File: src/rtl/opb_register_simulink2ppc_hs_pkg.sv
// Shared constants for the Simulink-to-PPC OPB register: register offsets,
// STATUS/CTRL bit positions and the bus-slave FSM state type.
package opb_s2p_pkg;

  localparam logic [7:0] OFF_DATA   = 8'h00;
  localparam logic [7:0] OFF_STATUS = 8'h04;
  localparam logic [7:0] OFF_CTRL   = 8'h08;

  localparam int ST_VALID   = 0;
  localparam int ST_OVF     = 1;
  localparam int ST_CNT_LSB = 16;

  localparam int CTRL_CLR_OVF = 0;
  localparam int CTRL_DROP    = 1;

  localparam logic [15:0] OVF_CNT_MAX = 16'hFFFF;

  typedef enum logic [1:0] {
    S_IDLE = 2'd0,
    S_ACK  = 2'd1,
    S_WAIT = 2'd2
  } slv_state_e;

endpackage

File: src/rtl/opb_register_simulink2ppc_hs_if.sv
// OPB bus bundle between the PPC-side master and the register slave.
//
// Handshake: the master raises OPB_select with address/RNW/BE/data stable and
// holds them until it sees Sl_xferAck for exactly one cycle, then drops
// OPB_select; the slave acks once per select assertion. The fabric side
// (user_valid/user_ready, plain ports on the slave) transfers a word on every
// cycle where both are high.
interface opb_s2p_if;
  logic [0:31] OPB_ABus;
  logic [0:3]  OPB_BE;
  logic [0:31] OPB_DBus;
  logic        OPB_RNW;
  logic        OPB_select;
  logic        OPB_seqAddr;
  logic [0:31] Sl_DBus;
  logic        Sl_xferAck;
  logic        Sl_errAck;
  logic        Sl_retry;
  logic        Sl_toutSup;

  modport slave (
    input  OPB_ABus, OPB_BE, OPB_DBus, OPB_RNW, OPB_select, OPB_seqAddr,
    output Sl_DBus, Sl_xferAck, Sl_errAck, Sl_retry, Sl_toutSup
  );

  modport master (
    output OPB_ABus, OPB_BE, OPB_DBus, OPB_RNW, OPB_select, OPB_seqAddr,
    input  Sl_DBus, Sl_xferAck, Sl_errAck, Sl_retry, Sl_toutSup
  );
endinterface

File: src/rtl/opb_register_simulink2ppc_hs_slave_if.sv
// OPB slave front end: window decode and IDLE/ACK/WAIT FSM. Emits one-cycle
// read/write strobes with the registered offset, byte enables and write data.
module opb_slave_if
  import opb_s2p_pkg::*;
#(
  parameter logic [31:0] C_BASEADDR = 32'h01003100,
  parameter logic [31:0] C_HIGHADDR = 32'h010031FF
) (
  input  logic        clk_i,
  input  logic        rst_ni,
  input  logic [31:0] abus_i,
  input  logic [3:0]  be_i,
  input  logic [31:0] dbus_i,
  input  logic        rnw_i,
  input  logic        select_i,
  output logic        ack_o,
  output logic        rd_stb_o,
  output logic        wr_stb_o,
  output logic [7:0]  offset_o,
  output logic [3:0]  be_o,
  output logic [31:0] wdata_o,
  output slv_state_e  state_o
);

  slv_state_e  state_q, state_d;
  logic [7:0]  offset_q;
  logic [3:0]  be_q;
  logic [31:0] wdata_q;
  logic        rnw_q;
  logic        hit;

  assign hit = select_i && (abus_i >= C_BASEADDR) && (abus_i <= C_HIGHADDR);

  always_ff @(posedge clk_i or negedge rst_ni) begin
    if (!rst_ni) begin
      state_q <= S_IDLE;
    end else begin
      state_q <= state_d;
    end
  end

  // WAIT holds until select drops so a held select never earns a second ack.
  always_comb begin
    state_d = state_q;
    case (state_q)
      S_IDLE:  if (hit) state_d = S_ACK;
      S_ACK:   state_d = S_WAIT;
      S_WAIT:  if (!select_i) state_d = S_IDLE;
      default: state_d = S_IDLE;
    endcase
  end

  always_comb begin
    ack_o    = (state_q == S_ACK);
    rd_stb_o = (state_q == S_ACK) && rnw_q;
    wr_stb_o = (state_q == S_ACK) && !rnw_q;
    offset_o = offset_q;
    be_o     = be_q;
    wdata_o  = wdata_q;
    state_o  = state_q;
  end

  always_ff @(posedge clk_i or negedge rst_ni) begin
    if (!rst_ni) begin
      offset_q <= '0;
      be_q     <= '0;
      wdata_q  <= '0;
      rnw_q    <= 1'b0;
    end else if ((state_q == S_IDLE) && hit) begin
      offset_q <= abus_i[7:0] - C_BASEADDR[7:0];
      be_q     <= be_i;
      wdata_q  <= dbus_i;
      rnw_q    <= rnw_i;
    end
  end

endmodule

File: src/rtl/opb_register_simulink2ppc_hs.sv
// Simulink-to-PPC return register: holds one fabric word until the PPC reads
// DATA. Optional 16-bit overflow counter enabled by SIMULINK2PPC_OVF_CNT_EN.
module opb_register_simulink2ppc_hs
  import opb_s2p_pkg::*;
#(
  parameter logic [31:0] C_BASEADDR   = 32'h01003100,
  parameter logic [31:0] C_HIGHADDR   = 32'h010031FF,
  parameter int          C_OPB_AWIDTH = 32,
  parameter int          C_OPB_DWIDTH = 32,
  parameter              C_FAMILY     = "virtex5"
) (
  input  logic        OPB_Clk,
  input  logic        OPB_Rst_n,
  opb_s2p_if.slave    opb,
  input  logic [31:0] user_data_in,
  input  logic        user_valid,
  output logic        user_ready,
  output slv_state_e  dbg_state_o
);

  logic        ack, rd_stb, wr_stb;
  logic [7:0]  offset;
  logic [3:0]  be;
  logic [31:0] wdata;

  // Bus vectors are [0:31]; plain assignment keeps the numeric value, so
  // BE[3] (LSB byte lane) lands in be[0].
  logic [31:0] abus_n, dbus_n;
  logic [3:0]  be_n;
  assign abus_n = opb.OPB_ABus;
  assign dbus_n = opb.OPB_DBus;
  assign be_n   = opb.OPB_BE;

  opb_slave_if #(
    .C_BASEADDR (C_BASEADDR),
    .C_HIGHADDR (C_HIGHADDR)
  ) u_slave (
    .clk_i    (OPB_Clk),
    .rst_ni   (OPB_Rst_n),
    .abus_i   (abus_n),
    .be_i     (be_n),
    .dbus_i   (dbus_n),
    .rnw_i    (opb.OPB_RNW),
    .select_i (opb.OPB_select),
    .ack_o    (ack),
    .rd_stb_o (rd_stb),
    .wr_stb_o (wr_stb),
    .offset_o (offset),
    .be_o     (be),
    .wdata_o  (wdata),
    .state_o  (dbg_state_o)
  );

  logic [31:0] snapshot_q, snapshot_d;
  logic        valid_q, valid_d;
  logic        ovf_q, ovf_d;
  logic [15:0] ovf_cnt;
  logic        pop, ctrl_wr, clr, drop, free, capture, overflow;

  always_comb begin
    pop      = rd_stb && (offset == OFF_DATA);
    ctrl_wr  = wr_stb && (offset == OFF_CTRL) && be[0];
    clr      = ctrl_wr && wdata[CTRL_CLR_OVF];
    drop     = ctrl_wr && wdata[CTRL_DROP];
    // A slot freed this cycle (read or drop) takes the incoming word.
    free     = !valid_q || pop || drop;
    capture  = user_valid && free;
    overflow = user_valid && !free;
  end

  always_comb begin
    snapshot_d = snapshot_q;
    valid_d    = valid_q;
    ovf_d      = ovf_q;
    if (pop || drop) valid_d = 1'b0;
    if (capture) begin
      snapshot_d = user_data_in;
      valid_d    = 1'b1;
    end
    if (overflow) ovf_d = 1'b1;
    if (clr)      ovf_d = 1'b0;
  end

  always_ff @(posedge OPB_Clk or negedge OPB_Rst_n) begin
    if (!OPB_Rst_n) begin
      snapshot_q <= '0;
      valid_q    <= 1'b0;
      ovf_q      <= 1'b0;
    end else begin
      snapshot_q <= snapshot_d;
      valid_q    <= valid_d;
      ovf_q      <= ovf_d;
    end
  end

`ifdef SIMULINK2PPC_OVF_CNT_EN
  logic [15:0] ovf_cnt_q, ovf_cnt_d;

  always_comb begin
    ovf_cnt_d = ovf_cnt_q;
    if (overflow && (ovf_cnt_q != OVF_CNT_MAX)) ovf_cnt_d = ovf_cnt_q + 16'd1;
    if (clr) ovf_cnt_d = '0;
  end

  always_ff @(posedge OPB_Clk or negedge OPB_Rst_n) begin
    if (!OPB_Rst_n) begin
      ovf_cnt_q <= '0;
    end else begin
      ovf_cnt_q <= ovf_cnt_d;
    end
  end

  assign ovf_cnt = ovf_cnt_q;
`else
  assign ovf_cnt = '0;
`endif

  logic [31:0] status, rdata;

  always_comb begin
    status                         = '0;
    status[ST_VALID]               = valid_q;
    status[ST_OVF]                 = ovf_q;
    status[ST_CNT_LSB +: 16]       = ovf_cnt;
    rdata = '0;
    // OR-bus: drive zero except during the ack of a read.
    if (rd_stb) begin
      case (offset)
        OFF_DATA:   rdata = snapshot_q;
        OFF_STATUS: rdata = status;
        default:    rdata = '0;
      endcase
    end
  end

  assign opb.Sl_DBus    = rdata;
  assign opb.Sl_xferAck = ack;
  assign opb.Sl_errAck  = 1'b0;
  assign opb.Sl_retry   = 1'b0;
  assign opb.Sl_toutSup = 1'b0;
  assign user_ready     = !valid_q;

  logic unused_bits;
  assign unused_bits = ^{be[3:1], wdata[31:2], opb.OPB_seqAddr};

endmodule

File: src/flat_wrapper.sv
// flat-port wrapper written by rule: the top's interface ports become plain ports
module opb_register_simulink2ppc_hs_flat import opb_s2p_pkg::*;
#(
  parameter logic [31:0] C_BASEADDR   = 32'h01003100,
  parameter logic [31:0] C_HIGHADDR   = 32'h010031FF,
  parameter int          C_OPB_AWIDTH = 32,
  parameter int          C_OPB_DWIDTH = 32,
  parameter              C_FAMILY     = "       "
)
  (OPB_Clk, OPB_Rst_n, user_data_in, user_valid, user_ready, dbg_state_o, opb_OPB_ABus, opb_OPB_BE, opb_OPB_DBus, opb_OPB_RNW, opb_OPB_select, opb_OPB_seqAddr, opb_Sl_DBus, opb_Sl_xferAck, opb_Sl_errAck, opb_Sl_retry, opb_Sl_toutSup);
  opb_s2p_if opb_i ();
  input  logic OPB_Clk;
  input  logic OPB_Rst_n;
  input  logic [31:0] user_data_in;
  input  logic user_valid;
  output logic user_ready;
  output slv_state_e dbg_state_o;
  input wire logic [$bits(opb_i.OPB_ABus)-1:0] opb_OPB_ABus;
  input wire logic [$bits(opb_i.OPB_BE)-1:0] opb_OPB_BE;
  input wire logic [$bits(opb_i.OPB_DBus)-1:0] opb_OPB_DBus;
  input wire logic [$bits(opb_i.OPB_RNW)-1:0] opb_OPB_RNW;
  input wire logic [$bits(opb_i.OPB_select)-1:0] opb_OPB_select;
  input wire logic [$bits(opb_i.OPB_seqAddr)-1:0] opb_OPB_seqAddr;
  output wire logic [$bits(opb_i.Sl_DBus)-1:0] opb_Sl_DBus;
  output wire logic [$bits(opb_i.Sl_xferAck)-1:0] opb_Sl_xferAck;
  output wire logic [$bits(opb_i.Sl_errAck)-1:0] opb_Sl_errAck;
  output wire logic [$bits(opb_i.Sl_retry)-1:0] opb_Sl_retry;
  output wire logic [$bits(opb_i.Sl_toutSup)-1:0] opb_Sl_toutSup;
  assign opb_i.OPB_ABus = opb_OPB_ABus;
  assign opb_i.OPB_BE = opb_OPB_BE;
  assign opb_i.OPB_DBus = opb_OPB_DBus;
  assign opb_i.OPB_RNW = opb_OPB_RNW;
  assign opb_i.OPB_select = opb_OPB_select;
  assign opb_i.OPB_seqAddr = opb_OPB_seqAddr;
  assign opb_Sl_DBus = opb_i.Sl_DBus;
  assign opb_Sl_xferAck = opb_i.Sl_xferAck;
  assign opb_Sl_errAck = opb_i.Sl_errAck;
  assign opb_Sl_retry = opb_i.Sl_retry;
  assign opb_Sl_toutSup = opb_i.Sl_toutSup;
  opb_register_simulink2ppc_hs #(.C_BASEADDR(C_BASEADDR), .C_HIGHADDR(C_HIGHADDR), .C_OPB_AWIDTH(C_OPB_AWIDTH), .C_OPB_DWIDTH(C_OPB_DWIDTH), .C_FAMILY(C_FAMILY)) u_core (.OPB_Clk(OPB_Clk), .OPB_Rst_n(OPB_Rst_n), .opb(opb_i), .user_data_in(user_data_in), .user_valid(user_valid), .user_ready(user_ready), .dbg_state_o(dbg_state_o));
endmodule
File: config.mk
export PLATFORM = sky130hd
export DESIGN_NAME = opb_register_simulink2ppc_hs_flat
export DESIGN_NICKNAME = d
export VERILOG_FILES = /design/src/rtl/opb_register_simulink2ppc_hs_pkg.sv /design/src/rtl/opb_register_simulink2ppc_hs_if.sv /design/src/rtl/opb_register_simulink2ppc_hs_slave_if.sv /design/src/rtl/opb_register_simulink2ppc_hs.sv /design/src/flat_wrapper.sv
export SDC_FILE = /design/constraint.sdc
export NUM_CORES = 1
export LEC_CHECK = 0
export BUFFER_PORTS_ARGS = -buffer_cell sky130_fd_sc_hd__buf_2
export CORE_MARGIN = 8
export CORE_UTILIZATION = 30
export DETAILED_ROUTE_END_ITERATION = 8
export PLACE_DENSITY = 0.74
export SKIP_LAST_GASP = 1
export SLEW_MARGIN = 20
export SYNTH_ARGS = -nofsm -noshare
export SYNTH_HDL_FRONTEND = slang
export SYNTH_SLANG_ARGS = --single-unit
File: constraint.sdc
create_clock -name OPB_Clk -period 1.6 [get_ports OPB_Clk]
set_input_delay 0.24 -clock OPB_Clk [delete_from_list [all_inputs] [get_ports OPB_Clk]]
set_output_delay 0.24 -clock OPB_Clk [all_outputs]
set_load 0.05 [all_outputs]
==> metrics.md, run 1 <==
| Metric | Value |
|---|---|
| Status | finished with violations |
| Failing checks | setup timing |
| Leakage power | 1.94 nW |
| Rows | 32 |
| Detailed Place HPWL | 4.48 mm |
| Worst skew pair latency | 0.30 ns |
| Initial DRC Count | 28 |
| Synth async-reset ratio | 100% |
| Power per standard cell area | 637 mW/mm^2 |
| PortBufs | 107 |
| Chip width | 104 um |
| CP dominant cell by count | buf_4 |
| Die height | 104 um |
| IO Pins | 145 |
| Max-slew violation count | 0 |
| # diodes | 0 |
| GRT busiest layer | met2 |
| Gpl congestion | 0.716 |
| Critical path start-end classification | reg -> out |
| # placed instances | 385 |
| Layout Cells excl Fill | 399 |
| Util after Layout | 47.3% |
| Largest net degree at the start of global routing | 49 |
| Grt ovf | 0 |
| DRT Pass-1 Iters | 3 |
| Critical Path AT | 1.87 ns |
| Clk buf depth | 2 |
| Worst slack, placed | -0.278 ns |
| Synthesis Warnings | 0 |
| CTS root buf | clkbuf_8 |
| RSZ-0062 raised after global routing | yes |
| Total chip power | 2.31 mW |
| Sequential-to-total area share from yosys stat | 51.4% |
| ANT nets after route | 0 |
| Critical-path cell list | nor4_2, buf_4, nand2_4, nor3_4, buf_6, and2_4, buf_4 |
| Area grow syn2layout | 54.8% |
| Worst-path clk slew | 0.09 ns |
| First-pass GRT wire length | 9.93 mm |
| DR vias/cell | 4.37 |
| Ys flop type | dfrtp_1 |
| Final worst path period need | 2.11 ns |
| Nets | 402 |
| Cts bufs inserted | 5 |
| Startpoint types | flop |
| Via count of the routed design | 1,743 |
| Largest stage delay, worst path | 0.39 ns |
| Final period util | 132% |
| Worst clock skew | 0.00756 ns |
| CP max-delay cell | dfrtp_1 |
| # setup viols final | 78 |
| Crit. End Element | output port |
| Endpoints failing hold | 0 |
| Worst min path class | in -> reg |
| Tightest hold margin | 0.166 ns |
| Fmax | 474 MHz |
| Max_cap viols | 0 |
| Initial antenna violation count | 0 |
| Syn Inst Count | 170 |
| Post-Syn Area | 0.00234 mm^2 |
| DRC | 0 |
| Post-synthesis area per instance | 13.8 um^2 |
| Met1 Use GR | 12.8% |
| Met2 GRT Util | 18.6% |
| Clk sink count | 48 |
| Vias in the first global route | 2,020 |
| Final WL | 6.04 mm |
| Initial Util | 30.6% |
| Layout cells sized above 1 | 75.4% |
| H-tree levels | 2 |
| Grt met3 use | 4.46% |
| Unique cell type count in the Yosys netlist | 28 |
| Core area | 0.00765 mm^2 |
| EDFF count, synth | 0 |
| Total track usage | 11.1% |
| Die area | 0.0109 mm^2 |
| Req. time, crit path | 1.36 ns |
| Wirelength per Cell | 15.1 um |
| Register bit total from synthesis | 48 |
| Largest fanout on the critical path | 17 |
| VDD IR max | 0.432 mV |
| Worst setup margin | -0.508 ns |
| TritonCTS clock tree | done |
sequential cells by signal (all words and copies together), names as in the netlist:
| name | flops |
|---|---|
| u_core.snapshot_q | 32 |
| u_core.u_slave.offset_o | 8 |
| u_core.u_slave.state_o | 2 |
| u_core.u_slave.wdata_o | 2 |
| u_core.ovf_q | 1 |
| u_core.u_slave.be_o | 1 |
| u_core.u_slave.rnw_q | 1 |
| u_core.valid_q | 1 |
synth_stat cells, types with 3 or more instances:
cell type	count	share of area, %
buf_4	3	0.96
nand2b_1	4	1.1
clkbuf_1	4	0.64
mux2_2	14	6.7
and2_1	31	8.3
dfrtp_1	48	51
buf_6	4	1.9
o21ai_0	3	0.64
nor4b_1	5	1.9
mux2_4	30	19
power breakdown:
part / switching [mW] / total, mW / internal (mW)
Sequential: 0.000000560 / 1.21 / 1.21
Clock: 0.398 / 0.949 / 0.552
Combinational: 0.0708 / 0.147 / 0.0757
final timing paths:
| check | from | endpoint | slack, ns | cells after the start |
|---|---|---|---|---|
| worst min register to register | u_core.snapshot_q[22] | u_core.snapshot_q[22] | 0.52 | 1 |
| worst max register to register | u_core.u_slave.state_o[1] | u_core.u_slave.rnw_q | -0.17 | 6 |
| worst max-delay path | u_core.u_slave.offset_o[0] | opb_Sl_DBus[12] | -0.51 | 7 |
| min in group asynchronous | OPB_Rst_n | u_core.snapshot_q[23] | 0.45 | 3 |
| max in group asynchronous | OPB_Rst_n | u_core.u_slave.state_o[1] | 0.93 | 3 |
| worst min-delay path | opb_OPB_DBus[1] | u_core.u_slave.wdata_o[1] | 0.17 | 2 |
kinds of logic (layout without fill, tap and decap cells):
family,after synthesis,count (layout),synth area share (%)
multiplexers,45,45,26.4
other,1,3,0.160
AND/OR/NAND/NOR,58,58,16.9
buffers and inverters,12,137,3.69
flip-flops,48,48,51.4
AO/OA/AOI/OAI,6,6,1.50
per-layer routing:
layer / up-vias / share of wire (%)
li1: 836 / -
met1: 847 / 41
met2: 53 / 52
met3: 7 / 6.4
met4: 0 / 1.2
met5: - / 0
area by class of cell:
class / instances / area, um^2
multi-input combinational: 112 / 1280
inverter: 1 / 3.75
tap: 102 / 128
timing repair buffer: 128 / 881
sequential: 48 / 1200
clock buffer: 7 / 96.3
clock inverter: 1 / 30.0
fill: 702 / 4030
through the flow:
step	cell area [um^2]	setup TNS [ns]
floorplan	2470	-11.10
global placement	3230	-12.98
detailed placement	3230	-13.26
CTS	3540	-23.41
global route	3620	-32.23
finish	3620	-21.95
critical path: cells and delay by family (launching register included):
family / cells / cell delay, ns
DFF: 1 / 0.39
buffers and inverters: 3 / 0.55
and+or+nand+nor: 4 / 0.62
layout by cell type (no fill, tap or decap), drive strengths merged, types with 3 or more instances in the layout:
| cell | netlist | final |
|---|---|---|
| nor4b | 6 | 6 |
| buf | 7 | 126 |
| nor3 | 3 | 3 |
| conb | 1 | 3 |
| nand2b | 4 | 4 |
| dfrtp | 48 | 48 |
| mux2 | 44 | 44 |
| clkbuf | 4 | 8 |
| o21ai | 3 | 3 |
| and2 | 31 | 31 |
what timing repair did:
item,4_1_cts,5_1_grt
resized for setup,44,24
endpoints found under the hold margin,48,0
buffers inserted,2,4
hold buffers,1,0
endpoints found under the setup margin,76,80
pin swaps,3,4
cloned,1,0
Note: power is estimated with default switching activity, not from simulation.
==> run 2: changes to the inputs <==
--- a/config.mk
+++ b/config.mk
@@ -7,9 +7,10 @@
 export LEC_CHECK = 0
 export BUFFER_PORTS_ARGS = -buffer_cell sky130_fd_sc_hd__buf_2
 export CORE_MARGIN = 8
-export CORE_UTILIZATION = 30
+export CORE_UTILIZATION = 39
 export DETAILED_ROUTE_END_ITERATION = 8
-export PLACE_DENSITY = 0.74
+export GPL_TIMING_DRIVEN = 0
+export PLACE_DENSITY = 0.89
 export SKIP_LAST_GASP = 1
 export SLEW_MARGIN = 20
 export SYNTH_ARGS = -nofsm -noshare
==> run 2 against run 1 <==
  * Global-route usage grew 2.7 points
  * Routed wire length up 9.1%
  * Sequential power about the same
  * Via count increased by 2.5%
  * The run still ends with setup timing left
  * Clock power down 20%
  * Sequential cell count unchanged
==> metrics.md, run 2 (same netlist as run 1, synthesis figures left out) <==
| Metric | Value |
|---|---|
| Status | finished with violations |
| Failing checks | setup timing |
| Gpl congestion | 0.755 (+5.5%) |
| Most common cell after layout, fill and taps aside | buf_2 |
| Clk buf depth | 2 (unchanged) |
| Crit-path leading delay family | simple AND/OR/NAND/NOR gates |
| Max layer used | met4 |
| Worst min path class | in -> reg |
| Max_cap viols | 0 (unchanged) |
| Critical Path AT | 1.98 ns (+0.11 ns) |
| H-tree levels | 2 (unchanged) |
| Startpoint types | flop |
| Max reg flops | 32 (unchanged) |
| CTS root buf | clkbuf_8 |
| # placed instances | 354 (-8.1%) |
| Endpoints failing hold | 0 (unchanged) |
| Total chip power | 2.12 mW (-8.3%) |
| Final WL | 6.60 mm (+9.1%) |
| ANT nets after route | 0 (unchanged) |
| Worst setup margin | -0.621 ns (-0.113 ns) |
| Hold Startpoint | user_data_in[31] |
| DR WL met3 | 484 um (+25%) |
| # diodes | 0 (unchanged) |
| RSZ-0062 raised after global routing | yes |
| DR vias/cell | 4.79 (+9.7%) |
| Vias in the first global route | 1,972 (-2.4%) |
| VDD IR max | 0.445 mV (+3.0%) |
| Nets | 403 (+0.25%) |
| # setup viols final | 79 (+1.3%) |
| Leakage power | 1.98 nW (+2.2%) |
| R2r setup slk | -0.23 ns (-0.06 ns) |
| Initial Util | 40.0% (+9.4 points) |
| Layout Cells excl Fill | 373 (-6.5%) |
| M1 WL | 2.44 mm (-1.1%) |
| Worst Hold End | u_core.snapshot_q[31] |
| Path depth of the worst reg2reg path | 5 (-1) |
| Chip width | 93.4 um (-10%) |
| Initial DRC Count | 38 (+36%) |
| Fill count | 464 (-34%) |
| Initial antenna violation count | 0 (unchanged) |
| PortBufs | 107 (unchanged) |
| Worst skew pair latency | 0.30 ns (about the same) |
| Crit. End Element | output port |
| TritonCTS clock tree | done |
| Largest stage delay, worst path | 0.42 ns (+0.03 ns) |
| Met2 WL post-DR | 3.61 mm (+16%) |
| Bufs and invs on worst path | 3 (unchanged) |
| Via count of the routed design | 1,787 (+2.5%) |
| Critical path start-end classification | reg -> out |
| Total track usage | 13.8% (+2.7 points) |
| Cts bufs inserted | 5 (unchanged) |
| FF-to-FF End | u_core.snapshot_q[11] |
| Final worst path period need | 2.22 ns (+0.113 ns) |
| Register area | 0.00120 mm^2 (unchanged) |
| Worst reg2reg startpoint | u_core.u_slave.offset_o[7] |
| First-pass GRT wire length | 9.64 mm (-2.9%) |
| Req. time, crit path | 1.36 ns (about the same) |
| IO Pins | 145 (unchanged) |
| Layout cells sized above 1 | 74.5% (-0.92 points) |
| Largest net degree at the start of global routing | 49 (unchanged) |
| Worst clock skew | 0.00698 ns (-0.000585 ns) |
| CP max-delay cell | dfrtp_1 |
| Clk sink count | 48 (unchanged) |
| Core area | 0.00585 mm^2 (-23%) |
| Multi-input logic area | 0.00125 mm^2 (-2.1%) |
| Power per standard cell area | 563 mW/mm^2 (-12%) |
| Top reg by flops | u_core.snapshot_q |
| DRT Pass-1 Iters | 4 (+1) |
| Critical-path cell list | nor4_4, nand2_2, nor3_4, buf_4, clkbuf_16, and2_4, buf_6 |
| Die area | 0.00873 mm^2 (-20%) |
| Die height | 93.4 um (-10%) |
| Max_slew headroom | 60.6% |
| Rows | 28 (-13%) |
| Fmax | 450 MHz (-5.1%) |
| Hold path depth | 2 (unchanged) |
| Slew @ Worst Pin | 0.591 ns |
| Area grow syn2layout | 60.6% |
| Max-slew violation count | 0 (unchanged) |
| Worst-path clk slew | 0.09 ns (about the same) |
| Final period util | 139% (+7.1 points) |
| DRC | 0 (unchanged) |
| Grt ovf | 0 (unchanged) |
| Most frequent cells in the layout | buf_2, dfrtp_1, mux2_4 |
| Largest fanout on the critical path | 5 (-12) |
| Detailed Place HPWL | 4.51 mm (+0.57%) |
| Wirelength per Cell | 17.7 um (+17%) |
## run 2: worst max path at each step
stage | startpoint | endpoint | slack [ns] | cells after the start
detailed placement | u_core.u_slave.offset_o[0] | opb_Sl_DBus[22] | -0.69 | 6
finish | u_core.u_slave.offset_o[7] | opb_Sl_DBus[26] | -0.62 | 7
floorplan | u_core.u_slave.state_o[0] | opb_Sl_DBus[10] | -0.21 | 5
global placement | u_core.u_slave.offset_o[0] | opb_Sl_DBus[22] | -0.64 | 6
CTS | u_core.u_slave.offset_o[6] | opb_Sl_DBus[26] | -0.61 | 6
global route | u_core.u_slave.offset_o[7] | opb_Sl_DBus[15] | -0.74 | 7
## run 2: metal layers
| metal | vias up | GRT usage [%] |
|---|---|---|
| met1 | 890 | 15.6 |
| met5 | - | 0 |
| met2 | 55 | 24.4 |
| li1 | 833 | - |
| met3 | 9 | 4.33 |
| met4 | 0 | 3.62 |
## run 2: per-stage QoR
step | setup slack [ns] | hold slack, ns | TNS [ns] | area, um^2 | util [%]
6_report | -0.621 | 0.162 | -27.68 | 3750 | 64.2
2_1_floorplan | -0.210 | -0.0556 | -11.10 | 2470 | -
3_5_place_dp | -0.689 | 0.474 | -30.80 | 3100 | 53.0
4_1_cts | -0.608 | 0.156 | -24.68 | 3400 | 58.1
3_3_place_gp | -0.643 | 0.471 | -28.41 | 3100 | 53.0
5_1_grt | -0.742 | 0.154 | -35.19 | 3750 | 64.2
## run 2: what timing repair did
item	in CTS	in global routing
endpoints found under the setup margin	78	78
gates resized for setup	49	73
setup buffers	4	6
pin swaps	4	7
hold buffers	0	1
hold endpoints to repair	0	48
cloned	1	2
## run 2: report_power, final
group          switching (mW)  internal [mW]
clock network           0.408          0.350
registers         0.000000700           1.21
logic                  0.0700         0.0759
## run 2: final cells by class
cell class                 count  area share [%]
tap                           75            2.50
clock inverter                 2           0.400
inverter                       1           0.100
clock buffer                   6            2.20
sequential                    48            32.1
timing repair buffer         119            26.0
buffer                        10            3.43
multi-input combinational    112            33.4
==> run 3: changes to the inputs <==
--- a/config.mk
+++ b/config.mk
@@ -8,9 +8,11 @@
 export BUFFER_PORTS_ARGS = -buffer_cell sky130_fd_sc_hd__buf_2
 export CORE_MARGIN = 8
 export CORE_UTILIZATION = 39
+export CTS_BUF_LIST = sky130_fd_sc_hd__clkbuf_16
 export DETAILED_ROUTE_END_ITERATION = 8
 export GPL_TIMING_DRIVEN = 0
 export PLACE_DENSITY = 0.89
+export SETUP_SLACK_MARGIN = 0.05
 export SKIP_LAST_GASP = 1
 export SLEW_MARGIN = 20
 export SYNTH_ARGS = -nofsm -noshare
==> run 3 against run 2 <==
  * The run ends with hold timing, setup timing left
  * Die area stayed put
  * First-iteration DRC count fell by 18%
  * Final area decreased by 0.87%
  * Clock-buffer cell count down 1
  * Via count is 1.7% lower
  * Combinational power about the same
  * Non-clock buffer count decreased by 4
  * Critical endpoint unchanged
  * Largest power group unchanged
  * Highest routed layer unchanged
==> metrics.md, run 3 (same netlist as run 1, synthesis figures left out) <==
| Metric | Value |
|---|---|
| Largest stage delay, worst path | 0.41 ns (about the same) |
| Worst-path clk slew | 0.06 ns (-0.03 ns) |
| Worst min path class | in -> async |
| CP max-delay cell | dfrtp_1 |
| DRC | 0 (unchanged) |
| Fill count | 450 (-3.0%) |
| Grt ovf | 0 (unchanged) |
| Worst skew pair latency | 0.28 ns (-0.02 ns) |
| Worst setup margin | -0.590 ns (+0.0317 ns) |
| Cts bufs inserted | 5 (unchanged) |
| Max reg flops | 32 (unchanged) |
| DRT Pass-1 Iters | 4 (unchanged) |
| Top reg by flops | u_core.snapshot_q |
| Req. time, crit path | 1.36 ns (about the same) |
| Critical Path AT | 1.95 ns (-0.03 ns) |
| First-pass GRT wire length | 9.51 mm (-1.4%) |
| Crit-path leading delay family | simple AND/OR/NAND/NOR gates |
| Chip width | 93.4 um (unchanged) |
| Tightest hold margin | -0.0308 ns (-0.193 ns) |
| PortBufs | 107 (unchanged) |
| Leakage power | 1.97 nW (-0.73%) |
| Max_slew headroom | 60.6% (about the same) |
| Initial antenna violation count | 0 (unchanged) |
| Layout Cells excl Fill | 369 (-1.1%) |
| Core area | 0.00585 mm^2 (unchanged) |
| Vias in the first global route | 1,946 (-1.3%) |
| Initial DRC Count | 31 (-18%) |
| Startpoint types | flop |
| H-tree levels | 2 (unchanged) |
| Most common cell after layout, fill and taps aside | buf_2 |
| Final WL | 6.25 mm (-5.2%) |
| Slew @ Worst Pin | 0.591 ns (+0.000780 ns) |
| Wirelength per Cell | 16.9 um (-4.2%) |
| # diodes | 0 (unchanged) |
| Bufs and invs on worst path | 3 (unchanged) |
| Critical path start-end classification | reg -> out |
| Detailed Place HPWL | 4.51 mm (unchanged) |
| Nets | 399 (-0.99%) |
| Max-slew violation count | 0 (unchanged) |
| Total track usage | 13.6% (-0.24 points) |
| Multi-input logic area | 0.00122 mm^2 (-2.5%) |
| Endpoints failing hold | 48 (+48) |
| Gpl congestion | 0.755 (unchanged) |
| IO Pins | 145 (unchanged) |
| DR vias/cell | 4.76 (-0.61%) |
| TritonCTS clock tree | done |
| Initial Util | 40.0% (unchanged) |
| Max_cap viols | 0 (unchanged) |
| Fmax | 457 MHz (+1.4%) |
| Crit. End Element | output port |
| VDD IR max | 0.471 mV (+5.8%) |
| Worst slack, placed | -0.689 ns (unchanged) |
| Area grow syn2layout | 59.2% |
| CTS root buf | clkbuf_16 |
| Clk sink count | 48 (unchanged) |
| Post-cts hold buffer count | 0 (unchanged) |
| Worst clock skew | 0.00300 ns (-0.00398 ns) |
| Critical-path cell list | nor4_4, nand2_2, nor3_4, buf_4, clkbuf_16, and2_4, buf_6 |
| Largest net degree at the start of global routing | 49 (unchanged) |
| Failing checks | hold timing, setup timing |
| ANT nets after route | 0 (unchanged) |
| Layout cells sized above 1 | 74.1% (-0.35 points) |
| Via count of the routed design | 1,757 (-1.7%) |
| Rows | 28 (unchanged) |
| RSZ-0062 raised after global routing | yes |
| # setup viols final | 77 (-2.5%) |
| Clk buf depth | 2 (unchanged) |
| Die area | 0.00873 mm^2 (unchanged) |
| Die height | 93.4 um (unchanged) |
| Final worst path period need | 2.19 ns (-0.0317 ns) |
| Most frequent cells in the layout | buf_2, dfrtp_1, and2_4, mux2_4, buf_8 |
| Register area | 0.00120 mm^2 (unchanged) |
| # placed instances | 354 (unchanged) |
| Power per standard cell area | 634 mW/mm^2 (+12%) |
| Largest fanout on the critical path | 5 (unchanged) |
| Final period util | 137% (-2.0 points) |
| Status | finished with violations |
==> run 3: cell count changes in the layout (fill, tap and decap cells not counted), moves of 3 or more <==
cell	before	now
buf_6	14	11
mux2_2	4	14
mux2_4	40	30
clkbuf_8	6	0
clkbuf_16	2	7
==> run 3: routing by layer <==
layer	track usage [%]	vias to the layer above	wire (um)
met5	0	-	0
met4	2.82	0	16
met3	4.25	3	410
met2	24.0	55	3450
met1	15.6	867	2380
li1	-	832	-
==> run 3: area by class of cell <==
type / count / area share [%]
buffer: 11 / 3.56
clock buffer: 5 / 3.36
clock inverter: 3 / 0.504
inverter: 1 / 0.101
multi-input combinational: 112 / 32.8
sequential: 48 / 32.3
tap: 75 / 2.52
timing repair buffer: 114 / 24.8
==> run 3: repair_timing <==
item | in CTS | in global routing
cloned | 0 | 2
pin swaps | 3 | 6
resized for setup | 48 | 60
buffers inserted | 3 | 3
endpoints found under the setup margin | 78 | 78
==> run 3: worst register-to-register path, stage by stage, from the launching register on <==
cell and delay, ns:
dfrtp_1 0.41, nor4_4 0.35, a21oi_1 0.12, nand4b_4 0.28, buf_8 0.22, mux2_4 0.30
==> run 3: through the flow <==
step | TNS, ns | area [um^2] | utilization, % | total power, mW
2_1_floorplan | -11.10 | 2470 | - | 1.27
3_3_place_gp | -28.41 | 3100 | 53.0 | 1.37
3_5_place_dp | -30.80 | 3100 | 53.0 | 1.37
4_1_cts | -23.25 | 3430 | 58.6 | 2.39
5_1_grt | -33.25 | 3720 | 63.6 | 2.46
6_report | -25.31 | 3720 | 63.6 | 2.36
==> run 3: path summary, 6_finish.rpt <==
kind                                            start                   endpoint  slack (ns)  cells past startpoint
hold / removal                              OPB_Rst_n       u_core.snapshot_q[4]       -0.03                      1
max in group asynchronous                   OPB_Rst_n  u_core.u_slave.state_o[0]        1.21                      1
min in group OPB_Clk                 user_data_in[26]      u_core.snapshot_q[26]        0.18                      2
setup / recovery           u_core.u_slave.offset_o[7]            opb_Sl_DBus[26]       -0.59                      7
hold reg to reg                  u_core.snapshot_q[0]       u_core.snapshot_q[0]        0.51                      1
setup reg to reg           u_core.u_slave.offset_o[7]      u_core.snapshot_q[18]       -0.20                      5
==> run 3: power breakdown <==
group	total [mW]	internal [mW]	leakage, nW	switching, mW
clock network	1.00	0.573	0.0635	0.430
registers	1.21	1.21	0.657	0.000000539
logic	0.143	0.0744	1.25	0.0690
total	2.36	1.86	1.97	0.499
